`src/rtl/flag_branch_unit.sv`:
```
`default_nettype none
// ============================================================================
// Module      : flag_branch_unit
// Description : Holds the ALU condition flags and resolves conditional
//               branches. Each request is answered with a one-deep response
//               (taken + target) held under a valid/ready handshake.
//
// Ports
//   clk          in   1   rising-edge clock
//   rst_n        in   1   asynchronous active-low reset
//   flag_we      in   1   latch v_in/z_in/c_in/s_in this cycle
//   v_in,z_in,
//   c_in,s_in    in   1   ALU flags (s_in=1 : result non-negative)
//   br_valid     in   1   branch request present
//   br_ready     out  1   block can accept a request (IDLE)
//   br_cond      in   3   condition code
//   pc           in   16  address of the branch instruction
//   disp         in   8   signed displacement
//   resp_valid   out  1   response held (RESP)
//   resp_ready   in   1   consumer takes the response
//   taken        out  1   branch decision
//   target       out  16  pc + 1 + sext(disp), mod 2^16
//   flags        out  4   registered flags {v,z,c,s}
//   flush        in   1   discard in-flight or arriving branch
//
// Build option
//   FLAG_BYPASS_EN : when defined, a request accepted on the same edge as a
//                    flag write is evaluated against the incoming flags.
//                    When undefined the registered flags are used.
//
// Revision    : 1.0  initial release
// ============================================================================

module flag_branch_unit (
    input  logic        clk,
    input  logic        rst_n,
    input  logic        flag_we,
    input  logic        v_in,
    input  logic        z_in,
    input  logic        c_in,
    input  logic        s_in,
    input  logic        br_valid,
    output logic        br_ready,
    input  logic [2:0]  br_cond,
    input  logic [15:0] pc,
    input  logic [7:0]  disp,
    output logic        resp_valid,
    input  logic        resp_ready,
    output logic        taken,
    output logic [15:0] target,
    output logic [3:0]  flags,
    input  logic        flush
);

    // ------------------------------------------------------------------
    // Constants
    // ------------------------------------------------------------------
    localparam logic [0:0] c_IDLE = 1'b0;
    localparam logic [0:0] c_RESP = 1'b1;

    localparam logic [2:0] c_CC_BE  = 3'd0;
    localparam logic [2:0] c_CC_BLT = 3'd1;
    localparam logic [2:0] c_CC_BLE = 3'd2;
    localparam logic [2:0] c_CC_BNE = 3'd3;
    localparam logic [2:0] c_CC_B   = 3'd4;
    localparam logic [2:0] c_CC_BC  = 3'd5;
    localparam logic [2:0] c_CC_BNC = 3'd6;
    localparam logic [2:0] c_CC_NOP = 3'd7;

    // ------------------------------------------------------------------
    // State and registers
    // ------------------------------------------------------------------
    logic [0:0]  r_state;
    logic [0:0]  w_state_nxt;
    logic [3:0]  r_flags;      // {v,z,c,s}
    logic        r_taken;
    logic [15:0] r_target;

    logic [3:0]  w_eval_flags;
    logic        w_v;
    logic        w_z;
    logic        w_c;
    logic        w_neg;
    logic        w_taken;
    logic [15:0] w_target;
    logic        w_idle;
    logic        w_accept;
    logic        w_release;

    // ------------------------------------------------------------------
    // Flag register: written whenever flag_we is high, in any FSM state.
    // ------------------------------------------------------------------
    always_ff @(posedge clk or negedge rst_n) begin
        if (!rst_n) begin
            r_flags <= 4'b0000;
        end else if (flag_we) begin
            r_flags <= {v_in, z_in, c_in, s_in};
        end
    end

    // ------------------------------------------------------------------
    // Flags seen by the condition evaluator
    // ------------------------------------------------------------------
`ifdef FLAG_BYPASS_EN
    // Forward the flags being written this cycle so a branch that follows
    // its compare in the same cycle sees the fresh result.
    assign w_eval_flags = flag_we ? {v_in, z_in, c_in, s_in} : r_flags;
`else
    assign w_eval_flags = r_flags;
`endif

    assign w_v   = w_eval_flags[3];
    assign w_z   = w_eval_flags[2];
    assign w_c   = w_eval_flags[1];
    // s=1 means the result was non-negative, so negative is its inverse.
    assign w_neg = ~w_eval_flags[0];

    // ------------------------------------------------------------------
    // Condition evaluation
    // ------------------------------------------------------------------
    always_comb begin
        w_taken = 1'b0;
        case (br_cond)
            c_CC_BE  : w_taken = w_z;
            c_CC_BLT : w_taken = w_neg ^ w_v;
            c_CC_BLE : w_taken = w_z | (w_neg ^ w_v);
            c_CC_BNE : w_taken = ~w_z;
            c_CC_B   : w_taken = 1'b1;
            c_CC_BC  : w_taken = w_c;
            c_CC_BNC : w_taken = ~w_c;
            c_CC_NOP : w_taken = 1'b0;
            default  : w_taken = 1'b0;
        endcase
    end

    // ------------------------------------------------------------------
    // Target: always computed; 16-bit add wraps naturally.
    // ------------------------------------------------------------------
    assign w_target = pc + 16'd1 + {{8{disp[7]}}, disp};

    // ------------------------------------------------------------------
    // Handshake control
    // ------------------------------------------------------------------
    assign w_idle    = (r_state == c_IDLE);
    // flush on the accept edge drops the request entirely.
    assign w_accept  = w_idle & br_valid & ~flush;
    assign w_release = (r_state == c_RESP) & resp_ready;

    always_comb begin
        w_state_nxt = r_state;
        if (flush) begin
            // flush outranks resp_ready and any arriving request
            w_state_nxt = c_IDLE;
        end else begin
            case (r_state)
                c_IDLE  : if (w_accept)  w_state_nxt = c_RESP;
                c_RESP  : if (w_release) w_state_nxt = c_IDLE;
                default : w_state_nxt = c_IDLE;
            endcase
        end
    end

    always_ff @(posedge clk or negedge rst_n) begin
        if (!rst_n) begin
            r_state <= c_IDLE;
        end else begin
            r_state <= w_state_nxt;
        end
    end

    // ------------------------------------------------------------------
    // Response registers: loaded only on accept so they stay stable for
    // the whole RESP period.
    // ------------------------------------------------------------------
    always_ff @(posedge clk or negedge rst_n) begin
        if (!rst_n) begin
            r_taken  <= 1'b0;
            r_target <= 16'h0000;
        end else if (w_accept) begin
            r_taken  <= w_taken;
            r_target <= w_target;
        end
    end

    // ------------------------------------------------------------------
    // Outputs
    // ------------------------------------------------------------------
    assign br_ready   = w_idle;
    assign resp_valid = (r_state == c_RESP);
    assign taken      = r_taken;
    assign target     = r_target;
    assign flags      = r_flags;

endmodule

`default_nettype wire

```
`config.mk`:
```
export PLATFORM = sky130hd
export DESIGN_NAME = flag_branch_unit
export DESIGN_NICKNAME = d
export VERILOG_FILES = /design/src/rtl/flag_branch_unit.sv
export SDC_FILE = /design/constraint.sdc
export NUM_CORES = 1
export LEC_CHECK = 0
export CAP_MARGIN = 10
export CORE_ASPECT_RATIO = 0.8
export CORE_MARGIN = 3
export CORE_UTILIZATION = 46
export CTS_BUF_LIST = sky130_fd_sc_hd__clkbuf_2
export CTS_CLUSTER_DIAMETER = 50
export CTS_CLUSTER_SIZE = 24
export DETAILED_ROUTE_END_ITERATION = 6
export GPL_TIMING_DRIVEN = 0
export HOLD_SLACK_MARGIN = 0.12
export PLACE_DENSITY = 0.82
export SLEW_MARGIN = 40
export SYNTH_ARGS = -nofsm -noshare
export SYNTH_HDL_FRONTEND = slang
export SYNTH_SLANG_ARGS = --single-unit
```
`constraint.sdc`:
```
create_clock -name clk -period 1.65 [get_ports clk]
set_input_delay 0.4125 -clock clk [delete_from_list [all_inputs] [get_ports clk]]
set_output_delay 0.4125 -clock clk [all_outputs]
set_load 0.02 [all_outputs]
```
==> results.toml <==
[finish]
syn_to_final_growth_pct = 72.36
fin_cells = 324
final_nets = 339
antennaDiodeCount = 0
nFillCells = 153
drive_gt1_frac = 0.3521
multi_input_area_um2 = 1405
seqCellArea_um2 = 550.5

[drt]
routed_wl_um = 6415
vias = 1997
viasPerCell = 6.164
drt-wirelength-per-cell_um = 19.80
drtIter0Drc = 178
dr.pass1.iters = 6
ant_nets = 0
drcViolationCount = 0

[die]
core_um2 = 3266
rows = 18
die_area_um2 = 4395
die_w_um = 73.37
die_y_um = 59.90
start_util = 0.5115
pin_count = 60

[global_routing]
grt_pass1_vias = 1993
grt_use_total = 0.3011
grt_max_degree = 23
grt_pass1_wl_um = 9846
gr-total-overflow = 0
antenna_found_initial = 0

[worst_hold_path]
hp-start = "disp[0]"
hp-class = "input pin to register"
holdPathEnd = "target[0]$_DFFE_PN0P_"
min_path_cells = 4

[sta]
hold_viol_final = 0
timing.final.ws_setup_ns = -0.1090
rsz0062_at_grt = "true"
slew_headroom = 0.6610
fin_crit_sh = 1.066
maxSlewViolCount = 0
worst-slew-pin-transition_ns = 0.5085
final-setup-viol-count = 6
period_minus_slack_ns = 1.759
finClkSkew_ns = 0.01178
max_freq_mhz = 568.5

[power_and_ir_drop]
power.density_nw_per_um2 = 733.2
cellLeakagePower_uw = 0.001261
peakVddDrop_mv = 0.6210
finalPower_uw = 2111

[critical_path]
worst-endpoint-arrival_ns = 2.08
endpoint_kind = "register"
r2r_cells = 6
required_ns = 1.97
r2r_slack_ns = 0.08
cp_max_fo = 5
start_kind = "input pin"
critPathKind = "input pin to register"
r2r_start = "resp_valid$_DFF_PN0_"
timing.rr.end = "target[14]$_DFFE_PN0P_"

[placed_design]
dp_cells = 294
pre_cts_ws_ns = -1.283
dp_hpwl_um = 3577
gp_routability_congestion = 0.8930
portBuffers = 59

[clock_network]
cts_tree = "yes"
numCtsBuffers = 3
cts.path.max_buffers = 2
htreeDepth = 1
clkSinkCount = 22
insertion_delay_ns = 0.37
root_buffer = "clkbuf_2"
path_clk_slew_ns = 0.22

[status]
outcome = "complete, but fails checks"
violations = "setup timing"

[synthesis]
ys_seq_area_frac = 0.3296
netlist_area_um2 = 1670
synth-edff-count = 0
synth_common_cells = "nand2_1, dfrtp_1, a21oi_1"
synth-seq-cells = 22
synth_top_area_frac = 0.3296
synth_top_cell_by_area = "dfrtp_1"
post-synth-top-count-cell = "nand2_1"
ys.flop_type = "dfrtp_1"
syn_area_per_cell_um2 = 8.566
async_flop_share = 1.000
synthesis.nets = 248
ys_types = 42
ys_warn_count = 0
synth_area_leaders = "dfrtp_1, ha_1, nand2_1"
synth_cells = 195

[flow_run]
max_cap_violations = 0
worst max-delay path, cell delays in order:
cell and delay (ns):
clkdlybuf4s15_1 0.21, ha_4 0.29, buf_8 0.11, nand2_4 0.06, o211a_1 0.25, a221o_1 0.31, o311a_1 0.35, nand3_1 0.08
state kept, by name, summed over array words and instances (netlist names):
register    cells
flags           4
resp_valid      1
taken           1
target         16
metrics by stage:
step / TNS [ns] / cell area, um^2 / utilization / hold slack (ns)
2_1_floorplan: -0.9215 / 1873 / - / 0.1169
3_3_place_gp: -12.13 / 2514 / 0.7697 / 0.4591
6_report: -0.3939 / 2879 / 0.8816 / 0.3634
3_5_place_dp: -12.54 / 2509 / 0.7682 / 0.4004
5_1_grt: -0.6567 / 2879 / 0.8816 / 0.3779
4_1_cts: -0.4561 / 2840 / 0.8697 / 0.3929
cell families after synthesis:
logic type	share of synthesized area
and+or+nand+nor	0.1940
adders and majority gates	0.1243
xor gates and xnor gates	0.04719
muxes	0.03371
buffers and inverters	0.03820
DFF	0.3296
AOI/OAI and AO/OA	0.2330
worst max-delay path by stage:
stage / startpoint / endpoint / slack (ns) / depth (start not counted)
global route: disp[0] / target[14]$_DFFE_PN0P_ / -0.15 / 10
finish: pc[9] / target[14]$_DFFE_PN0P_ / -0.11 / 8
CTS: pc[0] / target[12]$_DFFE_PN0P_ / -0.20 / 11
floorplan: disp[0] / target[14]$_DFFE_PN0P_ / -0.29 / 9
detailed placement: disp[7] / target[14]$_DFFE_PN0P_ / -1.28 / 8
global placement: disp[7] / target[14]$_DFFE_PN0P_ / -1.25 / 8
what timing repair did:
| action | CTS | global route |
|---|---|---|
| buffers inserted | 25 | 3 |
| hold buffers | 1 | 0 |
| pin swaps | 36 | 22 |
| hold endpoints to repair | 22 | 0 |
| endpoints found under the setup margin | 38 | 16 |
| resized for setup | 106 | 24 |
power by group:
group / internal (uW) / switching, uW / leakage (uW)
combinational: 538 / 625 / 0.000981
clock: 49.3 / 184 / 0.0000125
sequential: 649 / 65.3 / 0.000268
total: 1240 / 874 / 0.00126
cell usage in the layout (no fill, tap or decap), drive strengths merged, types with 3 or more instances in the layout:
cell,n
dlygate4sd2,28
o31ai,4
ha,15
inv,9
buf,33
clkdlybuf4s15,6
clkbuf,14
mux2,5
clkdlybuf4s50,14
a21o,3
nand3,10
o21a,7
nor2,9
nand2,35
xnor2,7
o21ai,11
dfrtp,22
a21oi,17
cell type report:
cell class              count  area share
multi-input cells         157      0.4880
well taps                  40     0.01738
inverters                   9     0.01782
clock buffers               3    0.005215
repair buffers             88      0.2681
plain buffers               5     0.01217
flip-flops and latches     22      0.1912
per-layer routing:
| metal | part of all wire | global-route usage | vias to the layer above |
|---|---|---|---|
| met4 | 0.056 | 0.1680 | 0 |
| met1 | 0.40 | 0.3596 | 935 |
| met3 | 0.094 | 0.06218 | 44 |
| met2 | 0.45 | 0.5070 | 132 |
| li1 | - | - | 886 |
| met5 | 0 | 0 | - |
Note: power is estimated with default switching activity, not from simulation.
